<file path="src/rtl/wb_bus_pkg.sv">
// Shared types and helpers for the Wishbone shared-bus matrix.
package wb_bus_pkg;

    typedef enum logic {
        IDLE = 1'b0,
        BUSY = 1'b1
    } arb_state_t;

    localparam int unsigned CNT_W  = 16;
    localparam int unsigned IDX_W  = 3;
    localparam int unsigned SLOT_W = 32;

    // Extract 32-bit slot idx from a flattened (zero-extended) base/mask vector.
    function automatic logic [31:0] slot32(input logic [255:0] vec, input int unsigned idx);
        return vec[8'(SLOT_W * idx) +: 32];
    endfunction

    // First requester strictly after last (wrapping over n masters); last if none.
    function automatic logic [IDX_W-1:0] rr_next(input logic [7:0] req,
                                                 input logic [IDX_W-1:0] last,
                                                 input int unsigned n);
        logic [IDX_W-1:0] pick;
        logic [IDX_W-1:0] idx;
        logic             found;
        pick  = last;
        found = 1'b0;
        for (int unsigned k = 1; k <= 8; k++) begin
            idx = IDX_W'((32'(last) + k) % n);
            if (!found && k <= n && req[idx]) begin
                pick  = idx;
                found = 1'b1;
            end
        end
        return pick;
    endfunction

endpackage

</file>
<file path="src/rtl/wb_rr_arbiter.sv">
// Round-robin bus arbiter: grants one requester and holds it until its cyc drops.
module wb_rr_arbiter
    import wb_bus_pkg::*;
#(
    parameter int unsigned N = 4
) (
    input  logic             clk,
    input  logic             arst_n,
    input  logic [N-1:0]     req,
    input  logic [N-1:0]     cyc,
    output logic [IDX_W-1:0] grant,
    output logic             valid
);

    arb_state_t       state;
    logic [IDX_W-1:0] last_grant;
    logic             cyc_g;

    always_comb begin
        cyc_g = 1'b0;
        for (int unsigned m = 0; m < N; m++) begin
            if (grant == IDX_W'(m)) begin
                cyc_g = cyc[m];
            end
        end
    end

    always_ff @(posedge clk or negedge arst_n) begin
        if (!arst_n) begin
            state      <= IDLE;
            grant      <= '0;
            valid      <= 1'b0;
            last_grant <= IDX_W'(N - 1);
        end else begin
            case (state)
                IDLE: begin
                    if (|req) begin
                        grant <= rr_next(8'(req), last_grant, N);
                        valid <= 1'b1;
                        state <= BUSY;
                    end
                end
                BUSY: begin
                    if (!cyc_g) begin
                        valid      <= 1'b0;
                        last_grant <= grant;
                        state      <= IDLE;
                    end
                end
                default: begin
                    valid <= 1'b0;
                    state <= IDLE;
                end
            endcase
        end
    end

endmodule

</file>
<file path="src/rtl/wb_bus_matrix.sv">
// Shared-bus Wishbone matrix: round-robin master arbitration, address decode,
// per-master read-data hold, unmapped-address and stall-timeout error generation.
module wb_bus_matrix
    import wb_bus_pkg::*;
#(
    parameter int unsigned             WB_DWIDTH = 32,
    parameter int unsigned             WB_SWIDTH = 4,
    parameter int unsigned             N_MASTERS = 4,
    parameter int unsigned             N_SLAVES  = 4,
    parameter logic [N_SLAVES*32-1:0]  SLV_BASE  = '0,
    parameter logic [N_SLAVES*32-1:0]  SLV_MASK  = '0,
    parameter int unsigned             TIMEOUT   = 255
) (
    input  logic                           i_wb_clk,
    input  logic                           i_arst_n,
    input  logic [N_MASTERS*32-1:0]        i_m_wb_adr,
    input  logic [N_MASTERS*WB_SWIDTH-1:0] i_m_wb_sel,
    input  logic [N_MASTERS-1:0]           i_m_wb_we,
    input  logic [N_MASTERS*WB_DWIDTH-1:0] i_m_wb_dat,
    input  logic [N_MASTERS-1:0]           i_m_wb_cyc,
    input  logic [N_MASTERS-1:0]           i_m_wb_stb,
    output logic [N_MASTERS*WB_DWIDTH-1:0] o_m_wb_dat,
    output logic [N_MASTERS-1:0]           o_m_wb_ack,
    output logic [N_MASTERS-1:0]           o_m_wb_err,
    output logic [N_SLAVES*32-1:0]         o_s_wb_adr,
    output logic [N_SLAVES*WB_SWIDTH-1:0]  o_s_wb_sel,
    output logic [N_SLAVES-1:0]            o_s_wb_we,
    output logic [N_SLAVES*WB_DWIDTH-1:0]  o_s_wb_dat,
    output logic [N_SLAVES-1:0]            o_s_wb_cyc,
    output logic [N_SLAVES-1:0]            o_s_wb_stb,
    input  logic [N_SLAVES*WB_DWIDTH-1:0]  i_s_wb_dat,
    input  logic [N_SLAVES-1:0]            i_s_wb_ack
);

    localparam int unsigned DW = WB_DWIDTH;
    localparam int unsigned SW = WB_SWIDTH;
    localparam int unsigned NM = N_MASTERS;
    localparam int unsigned NS = N_SLAVES;

    logic [31:0]      m_adr [NM];
    logic [SW-1:0]    m_sel [NM];
    logic [DW-1:0]    m_dat [NM];
    logic [DW-1:0]    s_dat [NS];
    logic [NM-1:0]    req;
    logic [IDX_W-1:0] grant;
    logic             grant_vld;

    logic [31:0]      g_adr;
    logic [SW-1:0]    g_sel;
    logic [DW-1:0]    g_dat;
    logic             g_we, g_cyc, g_stb;
    logic             hit;
    logic [IDX_W-1:0] hit_idx;
    logic             r_ack;
    logic [DW-1:0]    r_dat;
    logic             live, active, ack_c, tmo_c, err_c;
    logic             unm_err;
    logic [CNT_W-1:0] stall_cnt;

    assign req = i_m_wb_cyc & i_m_wb_stb;

    for (genvar m = 0; m < NM; m++) begin : g_unpack_m
        assign m_adr[m] = i_m_wb_adr[32*m +: 32];
        assign m_sel[m] = i_m_wb_sel[SW*m +: SW];
        assign m_dat[m] = i_m_wb_dat[DW*m +: DW];
    end

    for (genvar s = 0; s < NS; s++) begin : g_unpack_s
        assign s_dat[s] = i_s_wb_dat[DW*s +: DW];
    end

    wb_rr_arbiter #(.N(NM)) u_arb (
        .clk    (i_wb_clk),
        .arst_n (i_arst_n),
        .req    (req),
        .cyc    (i_m_wb_cyc),
        .grant  (grant),
        .valid  (grant_vld)
    );

    // Granted master's request signals
    always_comb begin
        g_adr = '0;
        g_sel = '0;
        g_dat = '0;
        g_we  = 1'b0;
        g_cyc = 1'b0;
        g_stb = 1'b0;
        for (int unsigned m = 0; m < NM; m++) begin
            if (grant == IDX_W'(m)) begin
                g_adr = m_adr[m];
                g_sel = m_sel[m];
                g_dat = m_dat[m];
                g_we  = i_m_wb_we[m];
                g_cyc = i_m_wb_cyc[m];
                g_stb = i_m_wb_stb[m];
            end
        end
    end

    // Address decode; the lowest matching slot wins
    always_comb begin
        hit     = 1'b0;
        hit_idx = '0;
        for (int unsigned s = 0; s < NS; s++) begin
            if (!hit && ((g_adr & slot32(256'(SLV_MASK), s)) == slot32(256'(SLV_BASE), s))) begin
                hit     = 1'b1;
                hit_idx = IDX_W'(s);
            end
        end
    end

    always_comb begin
        r_ack = 1'b0;
        r_dat = '0;
        for (int unsigned s = 0; s < NS; s++) begin
            if (hit_idx == IDX_W'(s)) begin
                r_ack = i_s_wb_ack[s];
                r_dat = s_dat[s];
            end
        end
    end

    assign live   = grant_vld & g_cyc;
    assign active = live & g_stb;
    assign ack_c  = active & hit & r_ack;
    assign tmo_c  = active & hit & (stall_cnt == CNT_W'(TIMEOUT - 1));
    // ack always takes precedence over either error source
    assign err_c  = live & ~ack_c & (unm_err | tmo_c);

    for (genvar s = 0; s < NS; s++) begin : g_slave
        logic sel_s;
        assign sel_s                  = live & hit & (hit_idx == IDX_W'(s));
        assign o_s_wb_cyc[s]          = sel_s;
        assign o_s_wb_stb[s]          = sel_s & g_stb & ~tmo_c;
        assign o_s_wb_we[s]           = sel_s & g_we;
        assign o_s_wb_adr[32*s +: 32] = g_adr;
        assign o_s_wb_sel[SW*s +: SW] = g_sel;
        assign o_s_wb_dat[DW*s +: DW] = g_dat;
    end

    for (genvar m = 0; m < NM; m++) begin : g_master
        logic          is_g;
        logic [DW-1:0] held;
        assign is_g                   = (grant == IDX_W'(m));
        assign o_m_wb_ack[m]          = ack_c & is_g;
        assign o_m_wb_err[m]          = err_c & is_g;
        assign o_m_wb_dat[DW*m +: DW] = (ack_c && is_g) ? r_dat : held;

        // Last data acked to this master
        always_ff @(posedge i_wb_clk or negedge i_arst_n) begin
            if (!i_arst_n) begin
                held <= '0;
            end else if (ack_c && is_g) begin
                held <= r_dat;
            end
        end
    end

    // Unmapped-strobe error (one cycle later) and stall timeout counter
    always_ff @(posedge i_wb_clk or negedge i_arst_n) begin
        if (!i_arst_n) begin
            unm_err   <= 1'b0;
            stall_cnt <= '0;
        end else begin
            unm_err <= active & ~hit & ~unm_err;
            if (!active || !hit || ack_c || tmo_c) begin
                stall_cnt <= '0;
            end else begin
                stall_cnt <= stall_cnt + CNT_W'(1);
            end
        end
    end

endmodule

</file>
<file path="config.mk">
export PLATFORM = sky130hd
export DESIGN_NAME = wb_bus_matrix
export DESIGN_NICKNAME = d
export VERILOG_FILES = /design/src/rtl/wb_bus_pkg.sv /design/src/rtl/wb_rr_arbiter.sv /design/src/rtl/wb_bus_matrix.sv
export SDC_FILE = /design/constraint.sdc
export NUM_CORES = 1
export LEC_CHECK = 0
export ABC_AREA = 1
export CORE_AREA = 3 3 328 330
export CTS_CLUSTER_DIAMETER = 60
export DETAILED_ROUTE_END_ITERATION = 10
export DIE_AREA = 0 0 331 333
export DONT_BUFFER_PORTS = 1
export GPL_ROUTABILITY_DRIVEN = 0
export GPL_TIMING_DRIVEN = 0
export PLACE_DENSITY_LB_ADDON = 0.12
export SLEW_MARGIN = 10
export SYNTH_ARGS = -nofsm -noshare
export SYNTH_HDL_FRONTEND = slang
export SYNTH_HIERARCHICAL = 1
export SYNTH_SLANG_ARGS = --single-unit
export TNS_END_PERCENT = 100
</file>
<file path="constraint.sdc">
create_clock -name i_wb_clk -period 2.1 [get_ports i_wb_clk]
set_input_delay 0.105 -clock i_wb_clk [delete_from_list [all_inputs] [get_ports i_wb_clk]]
set_output_delay 0.105 -clock i_wb_clk [all_outputs]
set_load 0.03 [all_outputs]
</file>
==> reports/metrics.cfg <==
[global_route]
grt-ovfl-total=0
grt_max_degree=152
grt_pass1_vias=10670
antenna_found_initial=6
grt_usage_pct=12.75
grt_pass1_wl_um=96020

[run_status]
violations=hold timing, setup timing
outcome=finished with violations

[critical_path]
r2r_slack_ns=-0.36
rr_startpoint=u_arb/grant[0]$_DFFE_PN0P_
r2r_end=g_master[2].held[16]$_DFF_PN0_
endpoint=o_s_wb_dat[78]
critPathMaxStageDelay_ns=0.89
crit_path_start_kind=flop
critical_path.top_delay_family=buffers and inverters
path_cells=nor2_4 -> inv_4 -> nor2_4 -> buf_12 -> buf_8 -> buf_8 -> buf_12 -> nand2_2 -> nand4_1 -> buf_6
reg2regPathDepth=17
cp.depth=10
cp-startpoint=u_arb/grant[0]$_DFFE_PN0P_
cp_max_fo=5
end_kind=primary output
critPathBufInv=6
worst-setup-path-type=reg -> out
cp.required_ns=2.00
cp.arrival_ns=3.10
critPathSlowestCell=nand4_1

[synth]
synth_ff_type=dfrtp_1
ys_seq_area_share_pct=37.86
ys_types=32
syn_area_per_cell_um2=7.158
synth_area_um2=9986
yosys.area_share.adder_pct=0.2506
yosys_warnings=6
synth_async_sr_flop_share_pct=100.0
yosys.area_share.simple_pct=38.52
synth_xor_area_share_pct=0.7894
synth.mux.area_fraction_pct=0
ys_seq_elements=151
synth_top_family_by_area=simple AND/OR/NAND/NOR gates
synthCells=1395
synth_edf_count=0
synth-compound-area-share_pct=0.8771

[sta]
holdWs_ns=-0.6504
worstMarginPinSlew_ns=1.192
rsz0062_at_grt=true
tns_ns=-298.86
fmax_mhz=312.4
period_needed_ns=3.201
finalMaxSlewViolations=0
fin_ws_ns=-1.101
hold_violations=151
maxSlewHeadroom_pct=20.29
setup_viol=525
clock_skew_ns=0.007750
fin_crit_sh_pct=152.4

[pwr]
power_density_nw_per_um2=2318
p_leak_nw=7.781
peakVddDrop_v=0.002099

[route]
route.vias.total=10740
viasPerCell=3.556
drtIter0Drc=495
drt_drc_violations_left=0
drtPass1Iterations=5
routed_wl_um=76110
wl_per_cell_um=25.20
ant_nets=0

[layout]
final_area_um2=18120
area_growth_pct=81.43
fin_nets=2035
finalNonFillerCells=3020
drive_gt1_share_pct=47.54

[placed_design]
post-place-ws_ns=-2.275
placed_area_um2=11820
portBuffers=0
dp.cells=2798
hpwl_um=59260

[clocking]
clockBufferDepth=2
cts-root-buf=clkbuf_16
cts_buffers=17
htreeDepth=4
clk_latency_ns=0.45
cts_tree=done
clkSlewWorstSetupHoldPaths_ns=0.07
cts_sinks=151

[floorplan]
start_util_pct=9.500
die_height_um=333
core_area_um2=105100
num_rows=119
die_x_um=331
fp.dieArea_um2=110200
ios=838

[run]
max-cap-violations=0

[min_path]
worstHoldPathType=in -> async

cells by family (layout without fill, tap and decap cells):
| family | after synthesis | count (layout) |
|---|---|---|
| buffers and inverters | 335 | 560 |
| other | 1 | 10 |
| AO/OA/AOI/OAI | 14 | 14 |
| flip-flops | 151 | 151 |
| XOR/XNOR | 9 | 9 |
| AND/OR/NAND/NOR | 883 | 883 |
| adder cells (fa/ha/maj) | 2 | 2 |
sequential cells by signal, summed over array words and instances, names as in the netlist:
| signal | cells |
|---|---|
| g_master.held | 128 |
| stall_cnt | 16 |
| u_arb/grant | 3 |
| u_arb/last_grant | 2 |
| u_arb/state | 1 |
| u_arb/valid | 1 |
layout make-up:
class,count,area [µm²]
Timing Repair Buffer,198,2411
Buffer,289,3395
Antenna cell,1,2.502
Multi-Input combinational cell,917,5968
Tap cell,1391,1740
Sequential cell,151,3785
Clock buffer,19,452.9
Fill cell,11930,87000
Clock inverter,13,143.9
Inverter,41,219.0
Yosys cell counts, types with 2 or more instances:
library cell,n,area share [%]
buf_1,7,0.26
nor3_1,7,0.35
buf_6,7,0.79
nand3_1,19,0.95
nand2_1,629,24
xnor2_1,3,0.26
nand2_2,5,0.31
xor2_1,6,0.53
dfrtp_1,149,37
nand4_1,173,11
dfstp_2,2,0.53
nand3_2,3,0.30
clkbuf_1,36,1.4
nor2_2,3,0.19
inv_1,36,1.4
ha_1,2,0.25
inv_2,3,0.11
buf_4,218,16
o21ai_2,2,0.18
o21ai_0,8,0.40
nor2_1,41,1.5
buf_2,26,1.3
worst register-to-register path, cell delays in order (launching register included):
cell     delay (ns)
dfrtp_2        0.47
buf_6          0.15
nand3_4        0.11
buf_6          0.13
buf_6          0.09
o21ai_4        0.06
inv_2          0.07
o21ai_4        0.06
nor2_4         0.14
buf_12         0.14
buf_6          0.10
nand3_4        0.09
buf_6          0.17
buf_8          0.12
buf_12         0.13
buf_12         0.14
nand2_8        0.07
nand2_8        0.08
worst min path at each step:
stage / from / to / slack, ns / cells past startpoint
after floorplan: i_arst_n / g_master[0].held[0]$_DFF_PN0_ / -0.19 / 0
after global placement: i_arst_n / g_master[0].held[8]$_DFF_PN0_ / -0.18 / 0
after detailed placement: i_arst_n / g_master[0].held[7]$_DFF_PN0_ / -0.18 / 0
after CTS: i_arst_n / g_master[0].held[7]$_DFF_PN0_ / -0.70 / 0
after global routing: i_arst_n / g_master[0].held[7]$_DFF_PN0_ / -0.69 / 0
final: i_arst_n / g_master[0].held[7]$_DFF_PN0_ / -0.65 / 0
through the flow:
step / utilization (%) / power (mW) / hold WS [ns]
after CTS: 14.16 / 38.33 / -0.6977
after detailed placement: 11.24 / 29.63 / -0.1788
after global placement: 11.19 / 29.52 / -0.1796
after floorplan: - / 23.30 / -0.1906
after global routing: 17.24 / 43.70 / -0.6911
final: 17.24 / 42.00 / -0.6504
report_power, final:
| part | switching (mW) | total, mW | internal, mW | leakage [nW] |
|---|---|---|---|---|
| clock | 1.44 | 3.26 | 1.82 | 0.282 |
| sequential | 0.523 | 4.56 | 4.04 | 1.98 |
| combinational | 22.4 | 34.2 | 11.8 | 5.51 |
repair_timing:
item / 4_1_cts / 5_1_grt
hold buffers: 19 / 32
buffers inserted: 70 / 62
setup endpoints to repair: 538 / 546
hold endpoints to repair: 172 / 259
pin swaps: 55 / 161
gates resized for setup: 445 / 602
cloned: 2 / 13
cell usage in the layout, fill, tap and decap left out, types with 4 or more instances in the layout:
cell and n:
nand2_4 157, nor2_1 35, nand3_1 16, nor2_4 9
dlygate4sd3_1 51, dfrtp_1 146, nand3_4 6, inv_1 30
clkinvlp_4 7, clkbuf_16 38, nor3_1 6, buf_8 42
nand2_8 19, nand4_1 173, clkbuf_8 4, inv_4 4
nand2_1 355, buf_2 6, buf_6 252, clkbuf_2 5
o21ai_0 8, buf_4 60, inv_6 4, xor2_1 6
clkbuf_1 9, nand2_2 103, conb_1 9, buf_12 34
layer usage:
metal / up-vias / track usage [%] / part of all wire [%] / wire length [µm]
li1: 4744 / - / - / -
met1: 5417 / 15.05 / 39 / 29960
met2: 503 / 22.05 / 50 / 38260
met3: 76 / 3.517 / 7.6 / 5790
met4: 0 / 4.417 / 2.8 / 2108
met5: - / 0 / 0 / 0
(Power assumes the default switching activity.)
